File: src/rtl/fsm.sv
// Start-triggered sequencer: IDLE -> RUN (RUN_CYCLES) -> DONE (DONE_HOLD) -> IDLE.
// Moore machine; flag_done/busy are registered from the next-state value.
module fsm #(
    parameter int RUN_CYCLES = 4,
    parameter int DONE_HOLD  = 1
) (
    input  logic       clk,
    input  logic       rst,
    input  logic       start,
    output logic       flag_done,
    output logic       busy,
    output logic [1:0] state
);

    generate
        if (RUN_CYCLES < 1) begin : g_bad_run
            $error("fsm: RUN_CYCLES must be >= 1");
        end
        if (DONE_HOLD < 1) begin : g_bad_hold
            $error("fsm: DONE_HOLD must be >= 1");
        end
    endgenerate

    localparam int CNT_MAX = (RUN_CYCLES > DONE_HOLD) ? RUN_CYCLES : DONE_HOLD;
    localparam int CW      = $clog2(CNT_MAX + 1);
    localparam logic [CW-1:0] RUN_LAST  = CW'(RUN_CYCLES - 1);
    localparam logic [CW-1:0] DONE_LAST = CW'(DONE_HOLD - 1);

    typedef enum logic [1:0] {
        ST_IDLE    = 2'd0,
        ST_RUN     = 2'd1,
        ST_DONE    = 2'd2,
        ST_ILLEGAL = 2'd3
    } state_t;

    state_t          state_q, state_d;
    logic [CW-1:0]   cnt_q, cnt_d;
    logic            flag_done_q, flag_done_d;
    logic            busy_q, busy_d;

    always_comb begin
        state_d = state_q;
        cnt_d   = cnt_q;
        case (state_q)
            ST_IDLE: begin
                if (start) begin
                    state_d = ST_RUN;
                    cnt_d   = '0;
                end
            end
            ST_RUN: begin
                if (cnt_q == RUN_LAST) begin
                    state_d = ST_DONE;
                    cnt_d   = '0;
                end else begin
                    cnt_d = cnt_q + 1'b1;
                end
            end
            ST_DONE: begin
                if (cnt_q == DONE_LAST) begin
                    state_d = ST_IDLE;
                    cnt_d   = '0;
                end else begin
                    cnt_d = cnt_q + 1'b1;
                end
            end
            default: begin
                state_d = ST_IDLE;
                cnt_d   = '0;
            end
        endcase
    end

    // Output flops track the state the register is about to hold, so a stray
    // encoding 2'd3 is decoded as all-zero outputs.
    always_comb begin
        flag_done_d = (state_d == ST_DONE);
        busy_d      = (state_d == ST_RUN) || (state_d == ST_DONE);
    end

    always_ff @(posedge clk) begin
        if (rst) begin
            state_q     <= ST_IDLE;
            cnt_q       <= '0;
            flag_done_q <= 1'b0;
            busy_q      <= 1'b0;
        end else begin
            state_q     <= state_d;
            cnt_q       <= cnt_d;
            flag_done_q <= flag_done_d;
            busy_q      <= busy_d;
        end
    end

    assign flag_done = flag_done_q;
    assign busy      = busy_q;
    assign state     = state_q;

endmodule

File: config.mk
export PLATFORM = sky130hd
export DESIGN_NAME = fsm
export DESIGN_NICKNAME = d
export VERILOG_FILES = /design/src/rtl/fsm.sv
export SDC_FILE = /design/constraint.sdc
export NUM_CORES = 1
export LEC_CHECK = 0
export CAP_MARGIN = 20
export CORE_AREA = 2 2 39 41
export CTS_CLUSTER_DIAMETER = 80
export CTS_CLUSTER_SIZE = 8
export DETAILED_ROUTE_END_ITERATION = 10
export DIE_AREA = 0 0 41 43
export GPL_TIMING_DRIVEN = 0
export PLACE_DENSITY_LB_ADDON = 0.25
export SLEW_MARGIN = 20
export SYNTH_ARGS = -nofsm -noshare
export SYNTH_HDL_FRONTEND = slang
export SYNTH_SLANG_ARGS = --single-unit
export TNS_END_PERCENT = 50
File: constraint.sdc
create_clock -name clk -period 2.4 [get_ports clk]
set_clock_uncertainty 0.15 [all_clocks]
set_input_delay 0.24 -clock clk [delete_from_list [all_inputs] [get_ports clk]]
set_output_delay 0.24 -clock clk [all_outputs]
set_load 0.01 [all_outputs]
# Word level (Yosys, flattened, before mapping)
# Index checks and enable logic that the tools add are counted.
[word_totals]
register_bits = 7
inputBits = 3
output_inout_bits = 4
elab_cells = 22
[classes]
add_sub_neg = 1
n_eq_ne = 6
mux = 8
n_reduce_logical = 3
[ops]
columns = ["operator", "count"]
rows = [
  ["3-bit 2-to-1 mux", 3],
  ["3-bit case mux with 3 select lines", 1],
  ["2-bit 2-to-1 mux", 3],
  ["2-bit case mux with 3 select lines", 1],
  ["2-bit by 1-bit equality test with 1-bit output (second input constant)", 2],
  ["2-bit equality test (second input constant)", 2],
  ["3-bit by 1-bit adder with 3-bit output (second input constant)", 1],
  ["3-bit by 2-bit equality test with 1-bit output (second input constant)", 1],
  ["3-bit logical NOT", 1],
  ["2-bit logical NOT", 1],
  ["2-bit != test (second input constant)", 1],
  ["1-bit logical OR", 1],
]

# Logic depth before layout (Yosys ltp)
# Gate-level depths: netlist of run 1.
[logic_depth]
ltp_word = 5
mapped_depth = 7
mapped_depth_nobuf = 7

# Least setup slack after synthesis of run 1
# No wires, ideal clock.
[synth_path]
kind = "flip-flop to flip-flop"
from = "register cnt_q[0]"
to = "register busy_q, in the netlist busy"
arrival_ns = 1.641
path_slack_ns = 0.543
stages_incl_launch_ff = 8
path_buffers = 0
synth_period_minus_slack_ns = 1.857
cell_sequence = "dfxtp_1 > ha_1 > ha_1 > and2b_2 > a211oi_1 > or3_1 > ha_1 > nor2_1"
[synth_between]
elab_chain_cells = 5
word_cells_on_any_way = 8
cone_classes = "eq/ne: 3; mux: 3; reduce/logical: 2"
[synth_rtl]
columns = ["element", "line", "rtl"]
rows = [
  ["start, declared", "37", "logic [CW-1:0] cnt_q, cnt_d;"],
  ["start signal, assigned", "89", "cnt_q <= cnt_d;"],
  ["3-bit by 2-bit equality test with 1-bit output / 3-bit logical NOT (equally long branches)", "52, 60", ""],
  ["2-bit 2-to-1 mux, on equally long branches", "52, 60", ""],
  ["2-bit case mux with 3 select lines *", "44", "case (state_q)"],
  ["2-bit by 1-bit equality test with 1-bit output / 2-bit equality test (equally long branches)", "78", "busy_d = (state_d == ST_RUN) || (state_d == ST_DONE);"],
  ["1-bit logical OR *", "78", ""],
  ["end signal, assigned", "91", "busy_q <= busy_d;"],
  ["end, declared", "39", "logic busy_q, busy_d;"],
]
# Every way passes the cells marked *; elsewhere a longest branch is shown, timed or not.
# A chain may end at the register's enable or synchronous reset.

# Worst setup path in the final report of run 1
# Same ends and word-level chain as after synthesis.

==> results of run 1 <==
-- metal layers --
| metal | track usage, % | vias up | wire length, um |
|---|---|---|---|
| li1 | - | 188 | - |
| met5 | 0 | - | 0 |
| met2 | 15.31 | 9 | 331 |
| met4 | 0 | 0 | 0 |
| met1 | 15.76 | 166 | 367 |
| met3 | 9.424 | 0 | 56 |
-- placed cells by master (no fill, tap or decap), drive strengths merged --
cell type / instances
a211oi: 2
a21oi: 4
a32oi: 1
and2b: 1
clkbuf: 5
clkdlybuf4s50: 5
dfxtp: 7
ha: 9
inv: 8
nand2: 1
nand2b: 2
nand3b: 1
nand4: 1
nor2: 1
nor2b: 2
nor3: 1
nor4: 2
o2111ai: 1
o32ai: 2
or3: 1
-- layout make-up --
cell class / instances / area [um2]
clock buffers: 4 / 26.28
well taps: 16 / 20.02
repair buffers: 5 / 50.05
fillers: 146 / 852.1
flip-flops and latches: 7 / 140.1
multi-input cells: 32 / 261.5
inverters: 8 / 30.03
plain buffers: 1 / 3.754
-- how the worst min path moves through the flow --
stage / startpoint / end / cells after the start
final: rst / busy / 2
after global routing: rst / busy / 2
after CTS: rst / busy / 2
after detailed placement: cnt_q[1] / cnt_q[1] / 2
after global placement: cnt_q[1] / cnt_q[1] / 2
after floorplan: start / cnt_q[1] / 3
-- kinds of logic after synthesis --
logic type,share of synthesized area [%]
AOI/OAI and AO/OA,16.09
adders and majority gates,25.86
buffers and inverters,7.758
DFF,32.18
and+or+nand+nor,18.10
-- metrics by stage --
| stage | hold slack (ns) | power, mW | util (%) | area, um2 | std cells |
|---|---|---|---|---|---|
| after floorplan | 0.2738 | 0.1553 | - | 435.4 | 48 |
| after global placement | 0.3204 | 0.1713 | 36.53 | 505.5 | 69 |
| after detailed placement | 0.3189 | 0.1717 | 36.53 | 505.5 | 69 |
| after CTS | 0.1807 | 0.2783 | 38.43 | 531.8 | 73 |
| after global routing | 0.2319 | 0.2951 | 38.43 | 531.8 | 73 |
| final | 0.1843 | 0.2722 | 38.43 | 531.8 | 73 |
-- flip-flops by register name (all words and copies together), names as in the netlist --
| name | count |
|---|---|
| flag_done | 1 |
| state | 2 |
| busy | 1 |
| cnt_q | 3 |
-- worst reg2reg max path, delay by kind of cell (launching register included) --
family	cells	cell delay [ns]
fa+ha+maj	3	0.72
compound gates	1	0.05
flops	1	0.31
simple gates	3	0.67
-- power by group through the flow --
stage | Sequential (mW) | Clock [mW] | Combinational (mW)
finish | 0.124 | 0.104 | 0.0445
global route | 0.124 | 0.120 | 0.0512
detailed placement | 0.127 | 0 | 0.0451
floorplan | 0.128 | 0 | 0.0277
global placement | 0.126 | 0 | 0.0451
CTS | 0.124 | 0.109 | 0.0452
==> reports/qor.yml, run 1 <==
run_status:
  outcome: "finished clean"
critical_path:
  path_delay_family: "adder cells"
  crit_start: "cnt_q[0]"
  r2r_end: "busy"
  slowest_delay_ns: 0.36
  path_cells: "ha_1 -> ha_1 -> and2b_2 -> a211oi_1 -> or3_1 -> ha_1 -> nor2_1"
  path_class: "register to register"
  cp-end-kind: "register"
  endpoint: "busy"
  cp_max_fo: 2
  regToRegSetupSlack_ns: 0.45
  cp_data_arrival_time_ns: 1.99
  r2r-start: "cnt_q[0]"
  crit_top_cell: "ha_1"
  critPathRequiredTime_ns: 2.43
  critPathSlowestCell: "or3_1"
  ff2ff_path_depth: 7
  cp.buffers_inverters: 0
  start_kind: "register"
  cp.depth: 7
global_route:
  grt_overflow: 0
  grt_pass1_vias: 335
  track_usage_pct: 11.65
  grt_pass1_wl_um: 1380
  grt_max_degree: 10
  antenna_found_initial: 0
pwr:
  irDropWorstVdd_v: 0.0003280
  seqPwrFrac_pct: 45.6
  clkPwrFrac_pct: 38.1
  p_switching_mw: 0.06730
  switching_share_pct: 24.72
  p_per_area_nw_per_um2: 512.0
  p_int_mw: 0.2049
  combPwrFrac_pct: 16.3
  p_leak_nw: 0.2191
timing:
  hold_violations: 0
  rsz0062_at_grt: "no"
  final.period_utilization_pct: 81.32
  fmax_mhz: 512.3
  maxSlewViolCount: 0
  max-slew-margin-rel_pct: 75.09
  period_needed_ns: 1.952
  setup_violations: 0
  fin_setup_tns_ns: 0
  postLayoutSetupSlackWorst_ns: 0.4482
  tightestPinTransition_ns: 0.3736
synthesis:
  synth_edf_count: 0
  synth_area_leaders: "dfxtp_1, ha_1, inv_1, a21oi_1, o32ai_1"
  yosys-top-cells-count: "ha_1, inv_1, dfxtp_1"
  synthCells: 48
  syn_area_per_cell_um2: 9.071
  synth_nets: 60
  synth_cell_types: 19
  synthFlopType: "dfxtp_1"
  synth-seq-cells: 7
  synth-seq-area-share_pct: 32.18
  netlist.area_leader.share_pct: 32.18
  ys_async_sr_fraction_pct: 0
  yosysWarnings: 0
  synth_top_area_cell: "dfxtp_1"
  synthMostInstantiatedCell: "ha_1"
  synthesis.area_um2: 435.4
detailed_routing:
  vias_per_cell: 4.973
  remaining_drc_errors: 0
  drt_iter0_markers: 9
  postRouteAntennaNets: 0
  wirelength_um: 755
  routed-via-count: 363
  first_pass_iters: 4
  wl_per_cell_um: 10.34
clock_network:
  ctsRootBufferMaster: "clkbuf_4"
  post-cts-setup-buffers: 0
  tritoncts: "done"
  cts.sinks: 7
  clockBufferDepth: 2
  path_clk_slew_ns: 0.05
  cts_buffers: 3
  post_cts_resize_count: 0
  insertion_delay_ns: 0.25
  htreeDepth: 1
  ctsHoldBuffers: 0
hold_path:
  hold_path_class: "input pin to register"
floorplan:
  die_area_um2: 1763
  io_pins: 7
  fp.dieW_um: 41
  initial_core_util_pct: 31.46
  placementRows: 14
  core_um2: 1384
  die_h_um: 43
layout:
  nNetsFinal: 70
  drive_gt1_share_pct: 7.018
  area_growth_pct: 22.13
  diodes: 0
job:
  max_cap_viol_count: 0
place:
  dpl.hpwl_um: 599.7
  preCtsSetupSlack_ns: 0.4460
  gp_congestion: 0.7634
  port_buffers: 5
(Power assumes the default switching activity.)
==> run 2, diff against run 1 <==
==> constraint.sdc (replaced) <==
create_clock -name clk -period 1.9 [get_ports clk]
set_clock_uncertainty 0.15 [all_clocks]
set_input_delay 0.19 -clock clk [delete_from_list [all_inputs] [get_ports clk]]
set_output_delay 0.19 -clock clk [all_outputs]
set_load 0.01 [all_outputs]
==> run 2 against run 1 <==
Against the previous run: combinational power grew 52%; die area is the same; critical path depth did not move; power grew 31%; non-clock buffer count grew 2; clock power grew 26%; utilization increased by 5.1 points; setup slack got worse by 0.44 ns; sequential power is 28% higher; highest routed layer unchanged.
==> reports/qor.yml, run 2 (synthesized netlist as in run 1, its figures left out) <==
run_status:
  outcome: "finished clean"
detailed_routing:
  postRouteAntennaNets: 0
  routed-via-count: 381
  wirelength_um: 889
  first_pass_iters: 3
  wl_per_cell_um: 11.85
  vias_per_cell: 5.080
  drt_iter0_markers: 9
  remaining_drc_errors: 0
layout:
  regMostFlops: "cnt_q"
  ff_latch_area_um2: 145.1
  largest_reg_flops: 3
  drive_gt1_share_pct: 27.12
  post-route-util_pct: 43.49
  nNetsFinal: 72
  diodes: 0
  nFillCells: 143
  final_common_cell: "inv_1"
  area_growth_pct: 38.22
  multi_input_area_um2: 311.5
  mostFrequentLayoutCells: "inv_1, ha_1, clkdlybuf4s50_1"
job:
  max_cap_viol_count: 0
pwr:
  switching_share_pct: 25.15
  p_switching_mw: 0.08978
  clkPwrFrac_pct: 36.6
  p_leak_nw: 0.2333
  irDropWorstVdd_v: 0.0004175
  seqPwrFrac_pct: 44.5
  p_int_mw: 0.2671
  p_per_area_nw_per_um2: 593.1
  combPwrFrac_pct: 18.9
  p_total_mw: 0.3569
clock_network:
  ctsRootBufferMaster: "clkbuf_4"
  htreeDepth: 1
  path_clk_slew_ns: 0.05
  insertion_delay_ns: 0.24
  ctsHoldBuffers: 0
  cts_buffers: 3
  clockBufferDepth: 2
  tritoncts: "done"
  cts.sinks: 7
global_route:
  antenna_found_initial: 0
  grt_pass1_wl_um: 1421
  grt_overflow: 0
  track_usage_pct: 11.95
  grt_pass1_vias: 346
  grt_max_degree: 10
critical_path:
  cp-end-kind: "register"
  ff2ff_path_depth: 7
  cp_data_arrival_time_ns: 1.87
  path_cells: "ha_4 -> ha_4 -> and2b_2 -> a211oi_2 -> or3_1 -> ha_1 -> nor2_1"
  cp.buffers_inverters: 0
  cp_max_fo: 3
  crit_top_cell: "ha_4"
  critPathRequiredTime_ns: 1.87
  cp.depth: 7
  critPathSlowestCell: "or3_1"
  slowest_delay_ns: 0.38
  path_delay_family: "simple AND/OR/NAND/NOR gates"
  path_class: "register to register"
  start_kind: "register"
floorplan:
  die_area_um2: 1763
  die_h_um: 43
  io_pins: 7
  core_um2: 1384
  fp.dieW_um: 41
  initial_core_util_pct: 31.46
  placementRows: 14
timing:
  setup_violations: 0
  period_needed_ns: 1.894
  fmax_mhz: 528.1
  max-slew-margin-rel_pct: 74.40
  maxSlewViolCount: 0
  rsz0062_at_grt: "yes"
  hold_violations: 0
  fin_setup_tns_ns: 0
  final.period_utilization_pct: 99.66
  tightestPinTransition_ns: 0.3839
hold_path:
  hold_path_class: "input pin to register"
  whs_path_depth: 2
place:
  port_buffers: 5
  gp_congestion: 0.7634
  dpl.hpwl_um: 599.7
run 2: changes by cell type in the layout (fill, tap and decap cells not counted):
cell	before	now
a211oi_1	2	0
a211oi_2	0	2
buf_4	0	2
dfxtp_1	7	3
dfxtp_2	0	4
ha_1	9	6
ha_4	0	3
nor2b_1	2	1
nor2b_2	0	1
run 2: path summary, 6_finish.rpt:
| check | from | to | slack (ns) |
|---|---|---|---|
| setup / recovery | cnt_q[1] | busy | 0.006 |
| hold / removal | rst | busy | 0.15 |
| setup reg to reg | cnt_q[1] | busy | 0.006 |
| hold reg to reg | cnt_q[1] | cnt_q[1] | 0.35 |
run 2: stage by stage:
stage / instances / area (um2) / setup slack (ns) / hold slack, ns
6_report: 75 / 601.8 / 0.006473 / 0.1537
5_1_grt: 75 / 601.8 / -0.05217 / 0.1915
4_1_cts: 73 / 534.3 / 0.01047 / 0.1307
3_5_place_dp: 69 / 505.5 / -0.05401 / 0.3189
3_3_place_gp: 69 / 505.5 / -0.04947 / 0.3204
2_1_floorplan: 48 / 435.4 / 0.04342 / 0.2238
run 2: per-layer routing:
metal	up-vias	part of all wire [%]	track usage, %
met1	180	47	15.76
li1	194	-	-
met3	0	4.6	9.424
met4	0	0	0
met5	-	0	0
met2	7	48	16.25
run 2: repair_timing:
item                                    CTS  global route
resized for setup                         1            12
pin swaps                                 1             6
buffers inserted                          0             2
endpoints found under the hold margin     0             0
endpoints found under the setup margin    2             2
run 2: power groups by stage:
| stage | sequential, mW | clock (mW) | combinational, mW |
|---|---|---|---|
| floorplan | 0.161 | 0 | 0.0350 |
| global placement | 0.159 | 0 | 0.0569 |
| detailed placement | 0.160 | 0 | 0.0570 |
| CTS | 0.157 | 0.138 | 0.0572 |
| global route | 0.159 | 0.151 | 0.0762 |
| finish | 0.159 | 0.131 | 0.0676 |
run 2: area by class of cell:
class,count,share of cell area (%)
Multi-Input combinational cell,32,51.77
Sequential cell,7,24.12
Timing Repair Buffer,7,10.81
Inverter,8,4.990
Clock buffer,4,4.366
Tap cell,16,3.326
Buffer,1,0.6237
